$ cat src/rtl/audio_codec_init_seq.sv
`timescale 1ns/1ps
`default_nettype none
// ============================================================================
// Module   : audio_codec_init_seq
// Desc     : Walks a fixed 8-entry codec register table, handing one write
//            command per entry to an I2C engine, with power-up delay,
//            per-phase timeout and bounded retry.
// Revision : 1.0 - initial release
// ============================================================================
module audio_codec_init_seq #(
    parameter logic [7:0]  SLAVE_ADDR     = 8'h35,
    parameter int unsigned PWRUP_CYCLES   = 1000,
    parameter int unsigned TIMEOUT_CYCLES = 50000,
    parameter int unsigned MAX_RETRY      = 2
) (
    input  logic       osc_clk,
    input  logic       rst_n,
    input  logic       start,
    input  logic       bus_free,
    output logic       cmd_en,
    output logic [7:0] slave_addr,
    output logic [7:0] reg_addr,
    output logic [7:0] reg_data,
    output logic       busy,
    output logic       done,
    output logic       error,
    output logic [2:0] step
);

    localparam logic [2:0]  c_idle      = 3'd0;
    localparam logic [2:0]  c_pwrup     = 3'd1;
    localparam logic [2:0]  c_issue     = 3'd2;
    localparam logic [2:0]  c_wait_acc  = 3'd3;
    localparam logic [2:0]  c_wait_free = 3'd4;
    localparam logic [2:0]  c_done      = 3'd5;
    localparam logic [2:0]  c_error     = 3'd6;

    localparam logic [15:0] c_pwrup_last = 16'(PWRUP_CYCLES - 1);
    localparam logic [15:0] c_tout_last  = 16'(TIMEOUT_CYCLES - 1);
    localparam logic [1:0]  c_max_retry  = 2'(MAX_RETRY);
    localparam logic [15:0] c_cnt_max    = 16'hFFFF;
    localparam logic [2:0]  c_last_step  = 3'd7;

    // Codec init table: {register, data} in issue order.
    function automatic logic [15:0] f_entry(input logic [2:0] idx);
        case (idx)
            3'd0:    f_entry = 16'h1E00;
            3'd1:    f_entry = 16'h0AFF;
            3'd2:    f_entry = 16'h0BFF;
            3'd3:    f_entry = 16'h0500;
            3'd4:    f_entry = 16'h0702;
            3'd5:    f_entry = 16'h0800;
            3'd6:    f_entry = 16'h2250;
            default: f_entry = 16'h25C0;
        endcase
    endfunction

    logic        r_rst_meta;
    logic        r_rst_sync;
    logic [2:0]  r_state;
    logic [15:0] r_cnt;
    logic [1:0]  r_retry;
    logic [2:0]  r_step;
    logic [15:0] r_entry;

    logic [2:0]  w_state_nxt;
    logic [15:0] w_cnt_nxt;
    logic [1:0]  w_retry_nxt;
    logic [2:0]  w_step_nxt;
    logic        w_cmd_en;
    logic [15:0] w_cnt_inc;
    logic [1:0]  w_retry_inc;
    logic        w_can_retry;

    // Assert asynchronously, release two edges later so the FSM never moves
    // in the cycle rst_n goes high.
    always_ff @(posedge osc_clk or negedge rst_n) begin
        if (!rst_n) begin
            r_rst_meta <= 1'b0;
            r_rst_sync <= 1'b0;
        end else begin
            r_rst_meta <= 1'b1;
            r_rst_sync <= r_rst_meta;
        end
    end

    assign w_cnt_inc   = (r_cnt == c_cnt_max) ? r_cnt : r_cnt + 16'd1;
    assign w_retry_inc = (r_retry == 2'd3) ? r_retry : r_retry + 2'd1;
    assign w_can_retry = (r_retry < c_max_retry);

    always_comb begin
        w_state_nxt = r_state;
        w_cnt_nxt   = r_cnt;
        w_retry_nxt = r_retry;
        w_step_nxt  = r_step;
        w_cmd_en    = 1'b0;
        case (r_state)
            c_idle, c_done, c_error: begin
                if (start) begin
                    w_state_nxt = c_pwrup;
                    w_step_nxt  = 3'd0;
                    w_retry_nxt = 2'd0;
                    w_cnt_nxt   = 16'd0;
                end
            end
            c_pwrup: begin
                if (r_cnt == c_pwrup_last) begin
                    w_state_nxt = c_issue;
                    w_cnt_nxt   = 16'd0;
                end else begin
                    w_cnt_nxt = w_cnt_inc;
                end
            end
            c_issue: begin
                if (bus_free) begin
                    w_cmd_en    = 1'b1;
                    w_cnt_nxt   = 16'd0;
                    w_state_nxt = c_wait_acc;
                end
            end
            c_wait_acc, c_wait_free: begin
                // A bus_free edge wins over a same-cycle timeout.
                if ((r_state == c_wait_acc) && !bus_free) begin
                    w_state_nxt = c_wait_free;
                    w_cnt_nxt   = 16'd0;
                end else if ((r_state == c_wait_free) && bus_free) begin
                    w_cnt_nxt = 16'd0;
                    if (r_step == c_last_step) begin
                        w_state_nxt = c_done;
                    end else begin
                        w_step_nxt  = r_step + 3'd1;
                        w_retry_nxt = 2'd0;
                        w_state_nxt = c_issue;
                    end
                end else if (r_cnt == c_tout_last) begin
                    w_cnt_nxt = 16'd0;
                    if (w_can_retry) begin
                        w_retry_nxt = w_retry_inc;
                        w_state_nxt = c_issue;
                    end else begin
                        w_state_nxt = c_error;
                    end
                end else begin
                    w_cnt_nxt = w_cnt_inc;
                end
            end
            default: begin
                w_state_nxt = c_idle;
            end
        endcase
    end

    always_ff @(posedge osc_clk or negedge rst_n) begin
        if (!rst_n) begin
            r_state <= c_idle;
            r_cnt   <= 16'd0;
            r_retry <= 2'd0;
            r_step  <= 3'd0;
            r_entry <= 16'h1E00;
        end else if (r_rst_sync) begin
            r_state <= w_state_nxt;
            r_cnt   <= w_cnt_nxt;
            r_retry <= w_retry_nxt;
            r_step  <= w_step_nxt;
            // Looked up on the next step so the fields track step exactly.
            r_entry <= f_entry(w_step_nxt);
        end
    end

    assign cmd_en     = w_cmd_en;
    assign slave_addr = SLAVE_ADDR;
    assign reg_addr   = r_entry[15:8];
    assign reg_data   = r_entry[7:0];
    assign busy       = (r_state != c_idle) && (r_state != c_done) && (r_state != c_error);
    assign done       = (r_state == c_done);
    assign error      = (r_state == c_error);
    assign step       = r_step;

endmodule

`default_nettype wire

$ cat config.mk
export PLATFORM = sky130hd
export DESIGN_NAME = audio_codec_init_seq
export DESIGN_NICKNAME = d
export VERILOG_FILES = /design/src/rtl/audio_codec_init_seq.sv
export SDC_FILE = /design/constraint.sdc
export NUM_CORES = 1
export LEC_CHECK = 0
export CAP_MARGIN = 10
export CORE_ASPECT_RATIO = 1.1
export CORE_UTILIZATION = 54
export CTS_CLUSTER_SIZE = 12
export DETAILED_ROUTE_END_ITERATION = 10
export GPL_ROUTABILITY_DRIVEN = 0
export PLACE_DENSITY_LB_ADDON = 0.15
export SYNTH_ARGS = -nofsm -noshare
export SYNTH_HDL_FRONTEND = slang
export SYNTH_SLANG_ARGS = --single-unit
$ cat constraint.sdc
create_clock -name osc_clk -period 2.8 [get_ports osc_clk]
set_clock_uncertainty 0.2 [all_clocks]
set_input_delay 0.28 -clock osc_clk [delete_from_list [all_inputs] [get_ports osc_clk]]
set_output_delay 0.28 -clock osc_clk [all_outputs]
set_load 0.1 [all_outputs]
### Word-level counts from Yosys, hierarchy flattened

Index checks and enable logic that the tools add are counted.
Widths: inputs -> output; s select.

* add/sub/neg operators: 3
* order comparisons: 1
* equal/unequal tests: 28
* multiplexer cells: 33
* reduce and logical (&&, ||, !) cells: 15

Operators by type and width (count)
* $mux 16: 7
* $pmux 14 s7: 1
* $pmux 16 s4: 1
* $mux 3: 12
* $eq 16x16->1 const B: 2
* $eq 3x3->1 const B: 7
* $ne 3x3->1 const B: 6
* $add 16x1->16 const B: 1
* $eq 16x10->1 const B: 1
* $mux 2: 7
* $eq 3x2->1 const B: 4
* $pmux 3 s4: 1
* $ne 2x2->1 const B: 4
* $reduce_and 8->1: 1
* $eq 3x1->1 const B: 2
* $logic_not 3->1: 2
* $pmux 3 s2: 1
* $reduce_and 5->1: 1
* $logic_and 1x1->1: 4
* $ne 4x4->1 const B: 1
* $pmux 2 s2: 1
* $reduce_and 4->1: 1
* $reduce_bool 4->1: 1
* $add 3x1->3 const B: 1
* other kinds (9): 10

* register bits after elaboration: 42
* input port bits: 4
* output and inout bits: 31
* logic and storage cells: 87

### Depth between registers and ports, before layout

Gate-level depths: netlist of the first run.

* depth in word-level cells: 7
* mapped depth: 8
* mapped depth without buffers: 7

### Least setup slack after synthesis of the first run

OpenSTA, ideal clock, no wires.

* path type: register -> output
* start point: register r_state[1]
* end point: output port cmd_en
* arrival: 3.482 ns
* required time: 2.320 ns
* path slack: -1.162 ns
* stages on the path, launching flop included: 4
* path buffers: 1
* path through: dfrtp_1 -> buf_4 -> inv_1 -> nor4_1

* cells in the longest elaborated chain, start to end: 2

RTL lines
* from (decl): line 60 `logic [2:0] r_state;`
* from (signal assigned): line 155 `r_state <= c_idle;`
* from (signal assigned): line 161 `r_state <= w_state_nxt;`
* $eq 3x2->1: line 97 `case (r_state)`
* $mux 1: line 97
* to (decl): line 20 `output logic cmd_en,`

Every way passes these cells.

### Worst setup path in the final report of the first run

* start point: register r_cnt[0]
* end point: register r_cnt[8]

* cells in the longest elaborated chain, start to end: 6
* elaborated cells between the ends (all ways): 10
* classes of those cells: add/sub (1); eq/ne (3); mux (6)

RTL lines
* from (decl): line 61 `logic [15:0] r_cnt;`
* from (signal assigned): line 162 `r_cnt <= w_cnt_nxt;`
* $add 16x1->16 or $eq 16x16->1 (tied branches): line 87 `assign w_cnt_inc = (r_cnt == c_cnt_max) ? r_cnt : r_cnt + 16'd1;`
* $mux 16: line 87
* $mux 16: line 135 `end else if (r_cnt == c_tout_last) begin`
* $mux 16: line 126 `end else if ((r_state == c_wait_free) && bus_free) begin`
* $mux 16: line 123 `if ((r_state == c_wait_acc) && !bus_free) begin`
* $pmux 16 s4 (*): line 97

Mark *: on every way between the ends. The rest lies on a longest branch, timed or not.
A chain may end at the register's enable or synchronous reset.

==> results_tabular.tex, run 1 <==
\begin{tabular}{lr}
\hline
Metric & Value \\
\hline
\multicolumn{2}{l}{\textbf{Clock tree}} \\
\quad Skew-Pair Late Insertion Delay & 0.29 ns \\
\quad Root buffer selected by CTS & clkbuf\_8 \\
\quad TritonCTS buffer count & 5 \\
\quad Clock slew at the register clock pins of the worst setup and hold paths & 0.08 ns \\
\quad Sink Count & 37 \\
\quad Clock tree from TritonCTS & yes \\
\quad Setup Fix Bufs, Post-CTS & 0 \\
\quad Htree depth & 2 \\
\quad Deepest clock path buffer count & 2 \\
\quad Number of gates resized after CTS & 0 \\
\multicolumn{2}{l}{\textbf{Timing}} \\
\quad Max-slew headroom & 46.0\% \\
\quad Max-slew violation total from the final report & 0 \\
\quad Final critical path time including I/O delays and setup & 2.47 ns \\
\quad Total Neg Setup Slack & 0 ns \\
\quad Final number of setup-violating endpoints & 0 \\
\quad Setup repair after global routing missed its margin & no \\
\quad Final clock period utilization by the worst path & 88.0\% \\
\quad Timing-limited maximum frequency & 406 MHz \\
\quad Slew of the pin with the lowest slew margin & 0.809 ns \\
\quad Final hold vios & 0 \\
\multicolumn{2}{l}{\textbf{Setup path}} \\
\quad Endpoint of the lowest-slack register-to-register path & r\_cnt[8] \\
\quad Delay of the slowest critical-path stage & 0.41 ns \\
\quad Flop-to-flop setup slack & 0.33 ns \\
\quad Cell-by-cell trace of the critical path & ha\_1 -> nor4b\_2 -> nand4\_1 -> a32oi\_1 -> nor2b\_1 -> buf\_4 -> nor2\_1 \\
\quad Maximum fanout along the worst path & 8 \\
\quad WP data arrival & 2.45 ns \\
\quad Start of the worst register-to-register path & r\_cnt[0] \\
\quad Setup Crit Path Kind & flip-flop to flip-flop \\
\quad Highest-delay cell along the critical path & dfrtp\_1 \\
\quad Kind of start point of the critical path & flip-flop \\
\quad Count of cells along the worst register-to-register path & 7 \\
\quad Endpoint type of the worst setup path & flip-flop \\
\quad Req. time, crit path & 2.78 ns \\
\multicolumn{2}{l}{\textbf{Layout}} \\
\quad Number of inserted diodes & 0 \\
\quad Fraction of layout instances using a drive strength above 1 & 23.1\% \\
\quad Layout Area Growth over Synthesis & 12.0\% \\
\quad Summed area of non-filler cells in the final layout & 2640 um\^{}2 \\
\quad Nets & 274 \\
\quad Commonest non-fill, non-tap cell in the layout & dfrtp\_1 \\
\quad Highest-count cells in the layout ignoring fill and taps & 33 x dfrtp\_1, 25 x buf\_4, 21 x nor2\_1, 17 x nand2\_1, 11 x conb\_1 \\
\multicolumn{2}{l}{\textbf{Detailed routing}} \\
\quad TritonRoute pass-1 iters & 4 \\
\quad Per-cell via count in the routed design & 5.98 \\
\quad DR iter-0 viols & 137 \\
\quad Routed wire per std cell & 15.2 um \\
\quad Via count & 1,915 \\
\quad Overall routed net length & 4870 um \\
\quad Final antenna-violating net count & 0 \\
\quad DRC violation count after routing & 0 \\
\multicolumn{2}{l}{\textbf{Worst hold path}} \\
\quad Worst min-delay path endpoint & r\_rst\_sync \\
\quad Worst hold path startpoint & r\_rst\_meta \\
\quad Cell count of the worst hold path & 0 \\
\quad Classification of the worst-slack hold path & flip-flop to flip-flop \\
\multicolumn{2}{l}{\textbf{Floorplanning}} \\
\quad I/O pin count & 35 \\
\quad Placeable core area & 4080 um\^{}2 \\
\quad Site row count & 24 \\
\quad Effective utilization at floorplan & 57.7\% \\
\quad Chip Height & 71.3 um \\
\quad X dimension of the die & 65.0 um \\
\quad Full die area & 4630 um\^{}2 \\
\multicolumn{2}{l}{\textbf{Synth}} \\
\quad Main flop type after synthesis & dfrtp\_1 \\
\quad Mean cell area of the mapped netlist & 9.54 um\^{}2 \\
\quad Number of synthesized flops with an enable pin & 0 \\
\quad Cell count after synthesis & 247 \\
\quad Asr flop ratio synth & 100\% \\
\quad Cell Area, Synth & 2360 um\^{}2 \\
\quad Register bit count reported by yosys & 37 \\
\quad Post-synthesis cell type count & 69 \\
\quad Yosys warning count & 0 \\
\quad Fraction of the yosys area taken by sequential cells & 39.5\% \\
\multicolumn{2}{l}{\textbf{Global routing}} \\
\quad Vias in the first global route & 1,732 \\
\quad Initial antenna violation count & 0 \\
\quad Total overflow reported by the global router & 0 \\
\quad GR Util All Layers & 22.8\% \\
\quad Pin count of the biggest net entering global routing & 38 \\
\quad Global-route wire length before repair & 8090 um \\
\multicolumn{2}{l}{\textbf{Place}} \\
\quad HPWL after detailed placement & 3440 um \\
\quad Placed inst area & 2510 um\^{}2 \\
\quad Port buffer count & 24 \\
\multicolumn{2}{l}{\textbf{Flow run}} \\
\quad \# Max-Cap Violations & 0 \\
\multicolumn{2}{l}{\textbf{Outcome}} \\
\quad Status & complete, no violations \\
\hline
\end{tabular}
registers in the layout (all words and copies together), names as in the netlist:
register	cells
r_cnt	16
r_entry	11
r_retry	2
r_rst_meta	1
r_rst_sync	1
r_state	3
step	3
kinds of logic after synthesis:
family / share of synthesized area, %
compound gates: 21.3
xor+xnor: 3.34
fa+ha+maj: 1.59
buf+inv: 9.39
flops: 39.5
mux: 2.39
other cells: 0.319
simple gates: 22.2
cell type report:
cell class | count | area [um^2]
clock buffers | 6 | 82.6
clock inverters | 2 | 37.5
fillers | 352 | 1440
inverters | 9 | 33.8
multi-input cells | 184 | 1250
flip-flops and latches | 37 | 931
well taps | 52 | 65.1
repair buffers | 30 | 243
cells in the mapped netlist (3+ instances only):
cell type  number  area share, %
ha_1            3            1.6
o31ai_1         3           0.96
buf_6           4            1.9
nand2_1        17            2.7
nor3_1          8            1.7
dfstp_2         4            4.5
o21ai_0         9            1.9
nand3_1         5            1.1
buf_4          14            4.5
a21oi_1         8            1.7
nor2_1         21            3.3
o22a_1          5            1.9
nor2b_1         3           0.80
dfrtp_1        33             35
inv_1           7            1.1
nor4_1          4            1.1
xnor2_1         8            3.0
buf_2           5            1.1
nand4_1         7            1.9
and3_1          6            1.6
a31oi_1         9            2.4
repair_timing:
item	CTS	global route
endpoints found under the setup margin	0	0
hold buffers	1	0
endpoints found under the hold margin	33	0
critical path: cells and delay by family (launching register included):
| family | cells | cell delay, ns |
|---|---|---|
| flops | 1 | 0.41 |
| compound gates | 1 | 0.33 |
| fa+ha+maj | 1 | 0.32 |
| simple gates | 4 | 0.86 |
| buf+inv | 1 | 0.22 |
worst max path at each step:
stage,start,to,slack [ns],cells past startpoint
after floorplan,r_state[1],cmd_en,-0.008,3
after global placement,r_cnt[0],r_cnt[14],0.38,7
after detailed placement,bus_free,r_cnt[14],0.35,7
after CTS,r_cnt[0],r_cnt[8],0.33,7
after global routing,r_cnt[0],r_cnt[8],0.18,7
final,r_cnt[0],r_cnt[8],0.33,7
metal layers:
| metal | GRT usage, % | vias up | wire (um) |
|---|---|---|---|
| li1 | - | 928 | - |
| met1 | 31.3 | 913 | 2210 |
| met2 | 35.3 | 64 | 2340 |
| met4 | 10.4 | 0 | 82 |
| met5 | 0 | - | 0 |
| met3 | 3.98 | 10 | 244 |
through the flow:
step	hold WS, ns	worst slack, ns	std cells	utilization [%]
finish	0.154	0.335	320	64.7
global route	0.159	0.181	320	64.7
CTS	0.158	0.331	320	64.7
detailed placement	0.140	0.353	311	61.5
global placement	0.132	0.385	311	61.5
floorplan	-0.216	-0.00785	256	-
Power of run 1 is left out: the tool's default activity adds up to more than one toggle a clock period on the data nets, which glitch-free logic cannot reach.
==> run 2: changes to the inputs <==
--- a/config.mk
+++ b/config.mk
@@ -11,7 +11,9 @@
 export CTS_CLUSTER_SIZE = 12
 export DETAILED_ROUTE_END_ITERATION = 10
 export GPL_ROUTABILITY_DRIVEN = 0
+export GPL_TIMING_DRIVEN = 1
 export PLACE_DENSITY_LB_ADDON = 0.15
+export RECOVER_POWER = 50
 export SYNTH_ARGS = -nofsm -noshare
 export SYNTH_HDL_FRONTEND = slang
 export SYNTH_SLANG_ARGS = --single-unit
==> run 2 against run 1 <==
  * First-iteration DRC count is 6.6% higher
  * Maximum frequency hardly changed
  * Via count is 0.16% higher
  * Non-clock buffer count stayed put
==> results_tabular.tex, run 2 (synthesis gave the netlist of run 1 again) <==
\begin{tabular}{lr}
\hline
Metric & Value \\
\hline
\multicolumn{2}{l}{\textbf{Floorplanning}} \\
\quad I/O pin count & 35 \\
\quad Chip Height & 71.3 um \\
\quad Effective utilization at floorplan & 57.7\% \\
\quad Full die area & 4630 um\^{}2 \\
\quad Placeable core area & 4080 um\^{}2 \\
\quad Site row count & 24 \\
\quad X dimension of the die & 65.0 um \\
\multicolumn{2}{l}{\textbf{Setup path}} \\
\quad Setup Crit Path Kind & flip-flop to flip-flop \\
\quad Start of the worst register-to-register path & r\_cnt[0] \\
\quad Startpoint of the worst setup timing path & r\_cnt[0] \\
\quad Endpoint type of the worst setup path & flip-flop \\
\quad Count of cells along the worst register-to-register path & 7 \\
\quad Flop-to-flop setup slack & 0.34 ns \\
\quad Kind of start point of the critical path & flip-flop \\
\quad Req. time, crit path & 2.78 ns \\
\quad WP data arrival & 2.44 ns \\
\quad Maximum fanout along the worst path & 8 \\
\multicolumn{2}{l}{\textbf{Detailed routing}} \\
\quad Overall routed net length & 4880 um \\
\quad Final antenna-violating net count & 0 \\
\quad Via count & 1,918 \\
\quad DR iter-0 viols & 146 \\
\quad DRC violation count after routing & 0 \\
\quad Per-cell via count in the routed design & 5.99 \\
\quad Routed wire per std cell & 15.3 um \\
\quad TritonRoute pass-1 iters & 4 \\
\multicolumn{2}{l}{\textbf{Timing}} \\
\quad Total Neg Setup Slack & 0 ns \\
\quad Final critical path time including I/O delays and setup & 2.46 ns \\
\quad Smallest hold slack & 0.154 ns \\
\quad Final clock period utilization by the worst path & 88.0\% \\
\quad Slew of the pin with the lowest slew margin & 1.19 ns \\
\quad Max-slew violation total from the final report & 0 \\
\quad Setup WS post-layout & 0.335 ns \\
\quad Setup repair after global routing missed its margin & no \\
\quad Max-slew headroom & 21.1\% \\
\quad Final number of setup-violating endpoints & 0 \\
\quad Final hold vios & 0 \\
\quad Timing-limited maximum frequency & 406 MHz \\
\multicolumn{2}{l}{\textbf{Clock tree}} \\
\quad Number of gates resized after CTS & 0 \\
\quad Clock tree from TritonCTS & yes \\
\quad Root buffer selected by CTS & clkbuf\_8 \\
\quad Htree depth & 2 \\
\quad Deepest clock path buffer count & 2 \\
\quad Skew-Pair Late Insertion Delay & 0.29 ns \\
\quad Sink Count & 37 \\
\quad Clock slew at the register clock pins of the worst setup and hold paths & 0.07 ns \\
\quad TritonCTS buffer count & 5 \\
\multicolumn{2}{l}{\textbf{Global routing}} \\
\quad Total overflow reported by the global router & 0 \\
\quad Global-route wire length before repair & 8090 um \\
\quad GR Util All Layers & 22.8\% \\
\quad Initial antenna violation count & 0 \\
\quad Vias in the first global route & 1,732 \\
\quad Pin count of the biggest net entering global routing & 38 \\
\multicolumn{2}{l}{\textbf{Layout}} \\
\quad Highest-count cells in the layout ignoring fill and taps & 33 x dfrtp\_1, 21 x nor2\_1, 17 x nand2\_1, 16 x buf\_4, 11 x conb\_1 \\
\quad Layout Area Growth over Synthesis & 10.6\% \\
\quad Fraction of layout instances using a drive strength above 1 & 19.8\% \\
\quad Non-filler cells in the finished layout & 320 \\
\quad Flip-flop count of the largest register, all copies and words added & 16 \\
\quad Nets & 274 \\
\quad Biggest register & r\_cnt \\
\quad Largest registers & r\_cnt x16, r\_entry x11 \\
\quad Commonest non-fill, non-tap cell in the layout & dfrtp\_1 \\
\quad Number of inserted diodes & 0 \\
\multicolumn{2}{l}{\textbf{Outcome}} \\
\quad Status & complete, no violations \\
\multicolumn{2}{l}{\textbf{Place}} \\
\quad HPWL after detailed placement & 3440 um \\
\quad Cells after DPL & 311 \\
\quad Port buffer count & 24 \\
\quad Worst setup slack before clock tree synthesis & 0.353 ns \\
\multicolumn{2}{l}{\textbf{Worst hold path}} \\
\quad Cell count of the worst hold path & 0 \\
\quad Classification of the worst-slack hold path & flip-flop to flip-flop \\
\quad Worst hold path startpoint & r\_rst\_meta \\
\multicolumn{2}{l}{\textbf{Flow run}} \\
\quad \# Max-Cap Violations & 0 \\
\hline
\end{tabular}
## run 2: layout make-up
type | count | area [um^2]
Fill cell | 363 | 1480
Sequential cell | 37 | 931
Clock buffer | 6 | 82.6
Multi-Input combinational cell | 184 | 1250
Timing Repair Buffer | 30 | 209
Tap cell | 52 | 65.1
Inverter | 9 | 33.8
Clock inverter | 2 | 37.5
## run 2: per-stage QoR
step	instance area, um^2	util [%]
2_1_floorplan	2400	-
3_3_place_gp	2510	61.5
3_5_place_dp	2510	61.5
4_1_cts	2640	64.7
5_1_grt	2610	63.8
6_report	2610	63.8
## run 2: final timing paths
| kind | endpoint |
|---|---|
| min in group asynchronous | r_cnt[11] |
| max in group asynchronous | r_state[2] |
| hold reg to reg | r_rst_sync |
| setup reg to reg | r_cnt[8] |
| hold / removal | r_rst_sync |
| setup / recovery | r_cnt[8] |
## run 2: what timing repair did
action / 4_1_cts / 5_1_grt
setup buffers: 0 / 0
endpoints found under the hold margin: 33 / 0
hold buffers: 1 / 0
## run 2: critical path, cell delays in order (launching register included)
cell and delay (ns):
dfrtp_1 0.41, ha_1 0.32, nor4b_2 0.31, nand4_1 0.19, a32oi_1 0.33, nor2b_1 0.29, buf_4 0.22, nor2_1 0.07
## run 2: metal layers
layer,GRT usage (%),vias to the layer above,part of all wire [%]
li1,-,929,-
met1,31.3,917,45
met5,0,-,0
met4,10.4,0,1.7
met3,3.98,10,4.9
met2,35.3,62,48
Power of run 2 is left out for the same reason.
==> run 3: changes to the inputs <==
--- a/config.mk
+++ b/config.mk
@@ -14,6 +14,7 @@
 export GPL_TIMING_DRIVEN = 1
 export PLACE_DENSITY_LB_ADDON = 0.15
 export RECOVER_POWER = 50
+export SETUP_SLACK_MARGIN = 0.1
 export SYNTH_ARGS = -nofsm -noshare
 export SYNTH_HDL_FRONTEND = slang
 export SYNTH_SLANG_ARGS = --single-unit
==> run 3 against run 2 <==
  * Register-to-register slack lost 0.06 ns
  * Worst setup slack worse by 0.064 ns
  * Critical path type unchanged
  * Highest routed layer unchanged
  * Utilization about the same
==> results_tabular.tex, run 3 (synthesis gave the netlist of run 1 again) <==
\begin{tabular}{lr}
\hline
Metric & Value \\
\hline
\multicolumn{2}{l}{\textbf{Outcome}} \\
\quad Status & complete, no violations \\
\multicolumn{2}{l}{\textbf{Layout}} \\
\quad Layout Area Growth over Synthesis & 10.6\% \\
\quad Number of inserted diodes & 0 \\
\quad Summed area of non-filler cells in the final layout & 2610 um\^{}2 \\
\quad Largest registers & r\_cnt x16, r\_entry x11 \\
\quad Nets & 272 \\
\quad Count of filler cells inserted in the layout & 374 \\
\quad Flip-flop count of the largest register, all copies and words added & 16 \\
\quad Fraction of layout instances using a drive strength above 1 & 19.2\% \\
\quad Commonest non-fill, non-tap cell in the layout & dfrtp\_1 \\
\quad Highest-count cells in the layout ignoring fill and taps & 32 x dfrtp\_1, 21 x nor2\_1, 17 x nand2\_1, 13 x buf\_4, 11 x conb\_1 \\
\quad Biggest register & r\_cnt \\
\multicolumn{2}{l}{\textbf{Floorplanning}} \\
\quad I/O pin count & 35 \\
\quad X dimension of the die & 65.0 um \\
\quad Effective utilization at floorplan & 57.7\% \\
\quad Full die area & 4630 um\^{}2 \\
\quad Placeable core area & 4080 um\^{}2 \\
\quad Site row count & 24 \\
\quad Chip Height & 71.3 um \\
\multicolumn{2}{l}{\textbf{Detailed routing}} \\
\quad Via count & 1,958 \\
\quad Per-cell via count in the routed design & 6.16 \\
\quad Final antenna-violating net count & 0 \\
\quad Routed wire per std cell & 15.6 um \\
\quad DR iter-0 viols & 134 \\
\quad DRC violation count after routing & 0 \\
\quad TritonRoute pass-1 iters & 4 \\
\quad Overall routed net length & 4950 um \\
\multicolumn{2}{l}{\textbf{Global routing}} \\
\quad Vias in the first global route & 1,783 \\
\quad GR Util All Layers & 22.7\% \\
\quad Pin count of the biggest net entering global routing & 38 \\
\quad Global-route wire length before repair & 8150 um \\
\quad Initial antenna violation count & 0 \\
\quad Total overflow reported by the global router & 0 \\
\multicolumn{2}{l}{\textbf{Setup path}} \\
\quad Endpoint type of the worst setup path & flip-flop \\
\quad Delay of the slowest critical-path stage & 0.41 ns \\
\quad Req. time, crit path & 2.77 ns \\
\quad WP data arrival & 2.50 ns \\
\quad Start of the worst register-to-register path & r\_cnt[0] \\
\quad Setup Crit Path Kind & flip-flop to flip-flop \\
\quad Cell-by-cell trace of the critical path & ha\_1 -> nor4b\_2 -> nand4\_1 -> a32oi\_1 -> nor2b\_1 -> buf\_4 -> nor3\_1 \\
\quad Family with the most delay on the worst path & simple AND/OR/NAND/NOR gates \\
\quad Highest-delay cell along the critical path & dfrtp\_1 \\
\quad Startpoint of the worst setup timing path & r\_cnt[0] \\
\quad Total buffers and inverters traversed by the critical path & 1 \\
\quad Maximum fanout along the worst path & 8 \\
\quad Kind of start point of the critical path & flip-flop \\
\multicolumn{2}{l}{\textbf{Timing}} \\
\quad Setup WS post-layout & 0.271 ns \\
\quad Timing-limited maximum frequency & 395 MHz \\
\quad Total Neg Setup Slack & 0 ns \\
\quad Final number of setup-violating endpoints & 0 \\
\quad Slew of the pin with the lowest slew margin & 1.18 ns \\
\quad Final hold vios & 0 \\
\quad Final clock period utilization by the worst path & 90.3\% \\
\quad Max-slew headroom & 21.6\% \\
\quad Setup repair after global routing missed its margin & no \\
\quad Final critical path time including I/O delays and setup & 2.53 ns \\
\quad Max-slew violation total from the final report & 0 \\
\multicolumn{2}{l}{\textbf{Place}} \\
\quad Port buffer count & 24 \\
\quad Worst setup slack before clock tree synthesis & 0.184 ns \\
\quad HPWL after detailed placement & 3550 um \\
\quad Placed inst area & 2510 um\^{}2 \\
\multicolumn{2}{l}{\textbf{Clock tree}} \\
\quad Root buffer selected by CTS & clkbuf\_8 \\
\quad Clock tree from TritonCTS & yes \\
\quad Deepest clock path buffer count & 2 \\
\quad Htree depth & 2 \\
\quad Skew-Pair Late Insertion Delay & 0.29 ns \\
\quad Setup Fix Bufs, Post-CTS & 0 \\
\quad Sink Count & 37 \\
\quad TritonCTS buffer count & 5 \\
\quad Clock slew at the register clock pins of the worst setup and hold paths & 0.07 ns \\
\multicolumn{2}{l}{\textbf{Worst hold path}} \\
\quad Worst hold path startpoint & r\_rst\_meta \\
\quad Classification of the worst-slack hold path & flip-flop to flip-flop \\
\multicolumn{2}{l}{\textbf{Flow run}} \\
\quad \# Max-Cap Violations & 0 \\
\hline
\end{tabular}
-- run 3: changes by cell type in the layout (fill, tap and decap cells not counted), sizes merged --
cell    previous run  this run
buf               18        15
clkbuf            15        16
-- run 3: worst paths after layout --
path | endpoint | slack, ns | cells past startpoint
min in group asynchronous | r_cnt[6] | 0.42 | 2
worst max register to register | r_cnt[14] | 0.27 | 7
worst min register to register | r_rst_sync | 0.15 | 0
worst max-delay path | r_cnt[14] | 0.27 | 7
max in group asynchronous | r_state[2] | 1.42 | 2
worst min-delay path | r_rst_sync | 0.15 | 0
-- run 3: final cells by class --
class | count | area (um^2) | area share, %
Sequential cell | 37 | 932 | 35.8
Tap cell | 52 | 65.1 | 2.50
Multi-Input combinational cell | 184 | 1260 | 48.5
Inverter | 9 | 33.8 | 1.30
Clock inverter | 2 | 37.5 | 1.44
Timing Repair Buffer | 28 | 190 | 7.30
Clock buffer | 6 | 82.6 | 3.17
-- run 3: through the flow --
stage	hold slack (ns)	util [%]	instances
floorplan	-0.216	-	256
global placement	0.132	61.5	309
detailed placement	0.136	61.5	309
CTS	0.152	64.7	318
global route	0.168	63.8	318
finish	0.149	63.8	318
-- run 3: worst reg2reg max path, cell delays in order (launching register included) --
cell,delay (ns)
dfrtp_1,0.41
ha_1,0.32
nor4b_2,0.30
nand4_1,0.19
a32oi_1,0.37
nor2b_1,0.33
buf_4,0.23
nor3_1,0.07
-- run 3: per-layer routing --
metal | track usage [%] | wire length, um
met4 | 7.16 | 64
met1 | 28.9 | 2200
met2 | 39.0 | 2500
met5 | 0 | 0
met3 | 3.98 | 187
-- run 3: repair_timing --
item	4_1_cts	5_1_grt
endpoints found under the setup margin	0	1
resized for setup	0	1
hold buffers	1	0
hold endpoints to repair	33	0
Power of run 3 is left out for the same reason.
